==> config.mk <==
export PLATFORM = sky130hd
export DESIGN_NAME = pc_select_unit_flat
export DESIGN_NICKNAME = d
export VERILOG_FILES = /design/src/rtl/y86_pkg.sv /design/src/rtl/pc_select_unit_if.sv /design/src/rtl/pc_mux.sv /design/src/rtl/pc_select_unit.sv /design/src/flat_wrapper.sv
export SDC_FILE = /design/constraint.sdc
export NUM_CORES = 1
export LEC_CHECK = 0
export BUFFER_PORTS_ARGS = -buffer_cell sky130_fd_sc_hd__buf_4
export CORE_AREA = 2 2 131 133
export CTS_CLUSTER_DIAMETER = 100
export DETAILED_ROUTE_END_ITERATION = 8
export DIE_AREA = 0 0 133 135
export SYNTH_ARGS = -nofsm -noshare
export SYNTH_HDL_FRONTEND = slang
export SYNTH_SLANG_ARGS = --single-unit
==> constraint.sdc <==
create_clock -name clk -period 3.34 [get_ports clk]
set_input_delay 0.501 -clock clk [delete_from_list [all_inputs] [get_ports clk]]
set_output_delay 0.501 -clock clk [all_outputs]
set_load 0.03 [all_outputs]
==> src/rtl/y86_pkg.sv <==
// Shared Y86-64 definitions: icode constants, default address width and the
// fetch-PC source encoding.
package y86_pkg;

    localparam int Y86_ADDR_W = 64;

    localparam logic [3:0] IHALT   = 4'h0;
    localparam logic [3:0] INOP    = 4'h1;
    localparam logic [3:0] IRRMOVQ = 4'h2;
    localparam logic [3:0] IIRMOVQ = 4'h3;
    localparam logic [3:0] IRMMOVQ = 4'h4;
    localparam logic [3:0] IMRMOVQ = 4'h5;
    localparam logic [3:0] IOPQ    = 4'h6;
    localparam logic [3:0] IJXX    = 4'h7;
    localparam logic [3:0] ICALL   = 4'h8;
    localparam logic [3:0] IRET    = 4'h9;
    localparam logic [3:0] IPUSHQ  = 4'hA;
    localparam logic [3:0] IPOPQ   = 4'hB;

    typedef enum logic [1:0] {
        SEL_PRED    = 2'd0,
        SEL_MISPRED = 2'd1,
        SEL_RET     = 2'd2
    } f_sel_e;

endpackage

==> src/rtl/pc_select_unit_if.sv <==
// Fetch PC-select bundle: pipeline-side inputs plus the selected fetch address.
interface pc_select_unit_if #(
    parameter int ADDR_W = 64
);
    logic              F_stall;
    logic [ADDR_W-1:0] f_predPC;
    logic [3:0]        M_icode;
    logic              M_cnd;
    logic [ADDR_W-1:0] M_valA;
    logic [3:0]        W_icode;
    logic [ADDR_W-1:0] W_valM;
    logic [ADDR_W-1:0] F_predPC;
    logic [ADDR_W-1:0] f_PC;
    logic [1:0]        f_sel;
    logic              f_imem_er;

    modport master (
        output F_stall, f_predPC, M_icode, M_cnd, M_valA, W_icode, W_valM,
        input  F_predPC, f_PC, f_sel, f_imem_er
    );

    modport slave (
        input  F_stall, f_predPC, M_icode, M_cnd, M_valA, W_icode, W_valM,
        output F_predPC, f_PC, f_sel, f_imem_er
    );
endinterface

==> src/rtl/pc_mux.sv <==
// Priority mux for the fetch address: M-stage mispredict recovery beats
// W-stage ret, which beats the registered prediction.
module pc_mux
    import y86_pkg::*;
#(
    parameter int ADDR_W = 64
) (
    input  logic [3:0]        m_icode,
    input  logic              m_cnd,
    input  logic [ADDR_W-1:0] m_val_a,
    input  logic [3:0]        w_icode,
    input  logic [ADDR_W-1:0] w_val_m,
    input  logic [ADDR_W-1:0] pred_pc,
    output logic [ADDR_W-1:0] f_pc,
    output f_sel_e            f_sel
);

    always_comb begin
        f_pc  = pred_pc;
        f_sel = SEL_PRED;
        // The M instruction is younger than W, so its recovery wins on overlap
        if (m_icode == IJXX && !m_cnd) begin
            f_pc  = m_val_a;
            f_sel = SEL_MISPRED;
        end else if (w_icode == IRET) begin
            f_pc  = w_val_m;
            f_sel = SEL_RET;
        end
    end

endmodule

==> src/rtl/pc_select_unit.sv <==
// Fetch-stage PC selection: owns the F predicted-PC register, picks f_PC and
// flags fetches outside instruction memory.
module pc_select_unit
    import y86_pkg::*;
#(
    parameter int                ADDR_W     = Y86_ADDR_W,
    parameter int                IMEM_BYTES = 2048,
    parameter logic [ADDR_W-1:0] RESET_PC   = '0
) (
    input  logic             clk,
    input  logic             rst_n,
    pc_select_unit_if.slave  bus
);

    localparam logic [ADDR_W-1:0] IMEM_LIM = ADDR_W'(IMEM_BYTES);

    logic [ADDR_W-1:0] pred_pc_d, pred_pc_q;
    logic [ADDR_W-1:0] mux_pc, f_pc;
    f_sel_e            mux_sel, f_sel;

    always_comb begin
        pred_pc_d = bus.F_stall ? pred_pc_q : bus.f_predPC;
    end

    always_ff @(posedge clk or negedge rst_n) begin
        if (!rst_n) pred_pc_q <= RESET_PC;
        else        pred_pc_q <= pred_pc_d;
    end

    pc_mux #(.ADDR_W(ADDR_W)) u_pc_mux (
        .m_icode (bus.M_icode),
        .m_cnd   (bus.M_cnd),
        .m_val_a (bus.M_valA),
        .w_icode (bus.W_icode),
        .w_val_m (bus.W_valM),
        .pred_pc (pred_pc_q),
        .f_pc    (mux_pc),
        .f_sel   (mux_sel)
    );

    // During reset M/W may hold stale state; never let it steer the fetch
    always_comb begin
        f_pc  = mux_pc;
        f_sel = mux_sel;
        if (!rst_n) begin
            f_pc  = RESET_PC;
            f_sel = SEL_PRED;
        end
    end

    assign bus.F_predPC  = pred_pc_q;
    assign bus.f_PC      = f_pc;
    assign bus.f_sel     = f_sel;
    assign bus.f_imem_er = (f_pc >= IMEM_LIM);

endmodule

==> src/flat_wrapper.sv <==
// flat-port wrapper written by rule: the top's interface ports become plain ports
module pc_select_unit_flat import y86_pkg::*;
#(
    parameter int                ADDR_W     = Y86_ADDR_W,
    parameter int                IMEM_BYTES = 2048,
    parameter logic [ADDR_W-1:0] RESET_PC   = '0
)
  (clk, rst_n, bus_F_stall, bus_f_predPC, bus_M_icode, bus_M_cnd, bus_M_valA, bus_W_icode, bus_W_valM, bus_F_predPC, bus_f_PC, bus_f_sel, bus_f_imem_er);
  pc_select_unit_if #(.ADDR_W(ADDR_W)) bus_i ();
  input  logic clk;
  input  logic rst_n;
  input wire logic [$bits(bus_i.F_stall)-1:0] bus_F_stall;
  input wire logic [$bits(bus_i.f_predPC)-1:0] bus_f_predPC;
  input wire logic [$bits(bus_i.M_icode)-1:0] bus_M_icode;
  input wire logic [$bits(bus_i.M_cnd)-1:0] bus_M_cnd;
  input wire logic [$bits(bus_i.M_valA)-1:0] bus_M_valA;
  input wire logic [$bits(bus_i.W_icode)-1:0] bus_W_icode;
  input wire logic [$bits(bus_i.W_valM)-1:0] bus_W_valM;
  output wire logic [$bits(bus_i.F_predPC)-1:0] bus_F_predPC;
  output wire logic [$bits(bus_i.f_PC)-1:0] bus_f_PC;
  output wire logic [$bits(bus_i.f_sel)-1:0] bus_f_sel;
  output wire logic [$bits(bus_i.f_imem_er)-1:0] bus_f_imem_er;
  assign bus_i.F_stall = bus_F_stall;
  assign bus_i.f_predPC = bus_f_predPC;
  assign bus_i.M_icode = bus_M_icode;
  assign bus_i.M_cnd = bus_M_cnd;
  assign bus_i.M_valA = bus_M_valA;
  assign bus_i.W_icode = bus_W_icode;
  assign bus_i.W_valM = bus_W_valM;
  assign bus_F_predPC = bus_i.F_predPC;
  assign bus_f_PC = bus_i.f_PC;
  assign bus_f_sel = bus_i.f_sel;
  assign bus_f_imem_er = bus_i.f_imem_er;
  pc_select_unit #(.ADDR_W(ADDR_W), .IMEM_BYTES(IMEM_BYTES), .RESET_PC(RESET_PC)) u_core (.clk(clk), .rst_n(rst_n), .bus(bus_i));
endmodule
**Yosys cells after proc, flatten, opt, wreduce, memory -nomap -nowiden**

Index checks and enable logic that the tools add are counted.

- Register bits: 64
- Word-level logic and storage cells: 12

- $lt $le $gt $ge: 1
- Equality and inequality tests: 2
- Muxes and demuxes: 6
- Reduce and logical (&&, ||, !) cells: 2

Operators by type and width:

| cell | count |
|---|---|
| 2-to-1 mux 64 bit | 3 |
| >= comparator 64 x 12 -> 1 bit (second input constant) | 1 |
| 2-to-1 mux 2 bit | 3 |
| equality test 4 x 3 -> 1 bit (second input constant) | 1 |
| equality test 4 bit (second input constant) | 1 |
| logical AND 1 bit | 1 |
| zero test 1 bit | 1 |

**Logic depth before layout (Yosys ltp)**

- Depth in word-level cells: 5
- Depth in mapped cells: 8
- Depth with buffers taken out: 6

**Modules after synthesis**

A second synthesis with hierarchy kept.

- Cell total of the unflattened synthesis: 374
- Area, all modules: 4941.0 um^2

Modules (own cells, without submodules):

| module | times used | cells an instance | area each (um^2) |
|---|---|---|---|
| pc_select_unit | 1 | 227 | 2941.6 |
| pc_mux | 1 | 147 | 1999.4 |

**Least setup slack after synthesis**

No wires, ideal clock.

- Path type: input -> output
- From: input bus_W_icode[1]
- To: output bus_f_imem_er
- Data arrival time: 2.757 ns
- Required time: 2.839 ns
- Slack: 0.082 ns
- Cell stages on the path: 8
- Cell sequence: nor4bb_1 -> buf_4 -> buf_2 -> mux2i_1 -> o2bb2ai_1 -> nor4_1 -> nand4_1 -> or4_1

- Cells in the longest elaborated chain, start to end: 5

Ends and longest elaborated chain:

| what | line | RTL |
|---|---|---|
| start, declared | flat_wrapper.sv:17 | `input wire logic [$bits(bus_i.W_icode)-1:0] bus_W_icode;` |
| equality test 4 bit | pc_mux.sv:25 | `end else if (w_icode == IRET) begin` |
| 2-to-1 mux 64 bit | pc_mux.sv:25 |  |
| 2-to-1 mux 64 bit | pc_mux.sv:22 | `if (m_icode == IJXX && !m_cnd) begin` |
| 2-to-1 mux 64 bit | pc_select_unit.sv:45 | `if (!rst_n) begin` |
| named net bus_f_PC[63] | flat_wrapper.sv:20 | `output wire logic [$bits(bus_i.f_PC)-1:0] bus_f_PC;` |
| >= comparator 64 x 12 -> 1 bit | pc_select_unit.sv:54 | `assign bus.f_imem_er = (f_pc >= IMEM_LIM);` |
| end, declared | flat_wrapper.sv:22 | `output wire logic [$bits(bus_i.f_imem_er)-1:0] bus_f_imem_er;` |

The timed path passes the listed nets, and every way through them passes these cells.

**Worst setup path after layout**

- From: input bus_W_icode[1]
- To: output bus_f_imem_er

- Cells in the longest elaborated chain, start to end: 5

Ends and longest elaborated chain:

| what | line |
|---|---|
| equality test 4 bit | pc_mux.sv:25 |
| 2-to-1 mux 64 bit | pc_mux.sv:25 |
| 2-to-1 mux 64 bit | pc_mux.sv:22 |
| 2-to-1 mux 64 bit | pc_select_unit.sv:45 |
| >= comparator 64 x 12 -> 1 bit | pc_select_unit.sv:54 |

Every way passes these cells.

==> results by group <==
Status
  – Status: complete, but fails checks
  – Failing checks: setup timing

Die
  – Num ports: roughly 340
  – DIE WIDTH: 133 µm
  – Die Ht: 135 µm
  – Cell Rows: 47
  – Initial Util: 0.2350
  – Die area: roughly 0.018 mm²
  – Core area: 0.01641 mm²

Clock tree
  – Num CTS Buffers: 9
  – Worst skew pair latency: 320 ps
  – CTS H-Tree Depth: 3
  – CTS tree: built
  – Clk slew on worst S/H paths: ~60 ps
  – Clock Sinks: 64
  – Max Buffers Root-to-Sink: 2
  – Root buffer cell: clkbuf_16

Global route
  – Vias in the first global route: around 4,600
  – Initial antenna violation count: 0
  – Largest net degree at the start of global routing: 65
  – Global route overflow: 0
  – First-pass GRT wire length: about 27,000 µm
  – Overall routing resource usage: 0.1972

Detailed routing
  – Vias: about 4,300
  – Vias per cell: ~4.7
  – Detail Route Antenna Nets: 0
  – Drt wl/cell: 19.69 µm
  – DRT Wirelength: around 18,000 µm
  – DR iter-0 viols: 76
  – Residual DRC: 0
  – TritonRoute pass-1 iters: 4

Power and ir drop
  – VDD IR-drop max: between 0.2 and 0.25 mV
  – Int Power: 1.968 mW
  – Psw: 1.012 mW
  – Seq pwr share: 0.311
  – Power Dens Cells: 401.3 mW/mm²
  – Switching share of power: 0.3396
  – Static leakage: 3.436 nW
  – Clock network fraction of design power: 0.315
  – Logic pwr share: 0.374

Setup path
  – WP data arrival: around 2900 ps
  – Worst reg-to-reg path cell count: 1
  – Worst setup EP type: output port
  – Startpoint Class: input port
  – Critical R2R Capture: u_core.bus.F_predPC[11]$_DFFE_PN0N_
  – CP max FO: 8
  – Worst Path Required: 2840 ps
  – Setup CP Type: in2out
  – RR Startpoint: u_core.bus.F_predPC[11]$_DFFE_PN0N_
  – FF-to-FF setup slack: around 2500 ps

Placed design
  – Port bufs: between 300 and 400
  – DP Area: approximately 0.0069 mm²
  – Hpwl dp: roughly 14,000 µm
  – GP Congestion: approximately 0.90

Final layout
  – Ant diodes: 0
  – Share of layout cells above drive strength 1: 0.6970
  – # nets final: 903
  – Fin area: 0.007426 mm²
  – Max FFs per register: 64
  – Area Overhead vs Synth: 92.63%
  – Core Util, Final: 0.4526

Min path
  – Worst hold path type: in2async

STA
  – Worst Tran Pin Value: a little over 900 ps
  – Final Setup Violations: 1
  – Fmax: 291.2 MHz
  – Final Hold Vio Count: 0
  – Period utilization: 1.028
  – Tmin final: roughly 3400 ps
  – Smallest setup slack after layout: -93.94 ps
  – Worst clock skew: 0 ps
  – Rel. slew slack: 0.3853
  – Slew Viols, Final: 0
  – Setup_tns: -93.94 ps
  – RSZ-0062 raised after global routing: true

Synthesis
  – Post-Syn Area: 0.003855 mm²
  – Syn avg cell area: 12.08 µm²
  – Syn_nets: 523
  – Synth area leaders: dfrtp_1, mux2_2, mux2i_1, o2bb2ai_1, nor4_1
  – Number of unique standard cell types used by synthesis: 21
  – Commonest cells in the netlist: dfrtp_1, mux2_2, mux2i_1
  – Post-Syn Instances: 319
  – Ys async rst share: 1.000
  – Synth top area share: 0.4154
  – Sequential cell area fraction in the yosys report: 0.4154
  – Yosys Warn Count: 0
  – Ys flop type: dfrtp_1
  – Number of synthesized flops with an enable pin: 0
  – Yosys reg bits: between 60 and 70
  – Largest area contributor in the netlist: dfrtp_1

Job
  – Max cap viols: 0
-- layout by cell type (no fill, tap or decap), drive strengths merged, types with 3 or more instances in the layout --
| cell | synthesis | final |
|---|---|---|
| clkbuf | 9 | 11 |
| o21ai | 11 | 11 |
| nand2 | 12 | 12 |
| nand4 | 3 | 3 |
| dfrtp | 64 | 64 |
| nor4 | 12 | 12 |
| mux2i | 64 | 64 |
| clkinv | 0 | 3 |
| mux2 | 64 | 64 |
| o2bb2ai | 53 | 53 |
| buf | 19 | 397 |
-- worst max-delay path, cell delays in order --
cell	delay (ps)
buf_6	90
nor4bb_4	340
buf_6	170
buf_12	130
buf_6	100
mux2i_2	210
o2bb2ai_2	110
nor4_2	370
buf_4	170
nand4_1	120
or4_4	450
buf_6	160
-- kinds of logic (layout without fill, tap and decap cells) --
kind of cell,count (synthesis),count (layout),share of synthesized area
DFF,64,64,0.4155
AOI/OAI and AO/OA,65,65,0.1389
and+or+nand+nor,34,34,0.05063
buffers and inverters,28,412,0.04187
muxes,128,128,0.3531
-- power groups by stage --
stage / combinational (mW) / sequential, mW / clock, mW
CTS: 1.12 / 0.927 / 0.967
global route: 1.17 / 0.937 / 1.00
global placement: 1.09 / 0.938 / 0
floorplan: 0.374 / 1.07 / 0
detailed placement: 1.10 / 0.937 / 0
finish: 1.11 / 0.927 / 0.939
-- worst max-delay path by stage --
stage          slack (ps)           start  depth (start not counted)             to
2_1_floorplan          80  bus_W_icode[1]                          8  bus_f_imem_er
3_3_place_gp         -360  bus_W_icode[1]                         11  bus_f_imem_er
3_5_place_dp         -340  bus_W_icode[1]                         11  bus_f_imem_er
4_1_cts               -70  bus_W_icode[2]                         11  bus_f_imem_er
5_1_grt              -170  bus_W_icode[1]                         12  bus_f_imem_er
6_report              -90  bus_W_icode[1]                         12  bus_f_imem_er
-- through the flow --
stage	total power, mW	std cells	worst slack [ps]	hold slack, ps
finish	2.980	923	-93.94	160.6
global placement	2.028	889	-360.3	517.7
CTS	3.011	919	-74.57	163.6
floorplan	1.449	319	82.27	205.4
detailed placement	2.036	889	-341.6	519.1
global route	3.112	923	-171.6	169.7
-- final cells by class --
cell class / count / area [µm²]
Timing Repair Buffer: 397 / 3093
Clock buffer: 11 / 242.7
Fill cell: 1583 / 8981
Tap cell: 220 / 275.3
Sequential cell: 64 / 1602
Multi-Input combinational cell: 227 / 2168
Clock inverter: 4 / 45.04
-- metal layers --
| metal | vias up | share of wire | global-route usage |
|---|---|---|---|
| met2 | 231 | 0.50 | 0.3503 |
| met1 | 2069 | 0.39 | 0.2278 |
| met5 | - | 0 | 0 |
| met4 | 0 | 0.026 | 0.07587 |
| li1 | 1998 | - | - |
| met3 | 25 | 0.081 | 0.05105 |
-- repair_timing --
| item | CTS | global route |
|---|---|---|
| hold buffers | 0 | 0 |
| gates resized for setup | 15 | 6 |
| pin swaps | 6 | 6 |
| setup buffers | 15 | 4 |
| hold endpoints to repair | 0 | 0 |
| endpoints found under the setup margin | 1 | 1 |
Note: power is estimated with default switching activity, not from simulation.
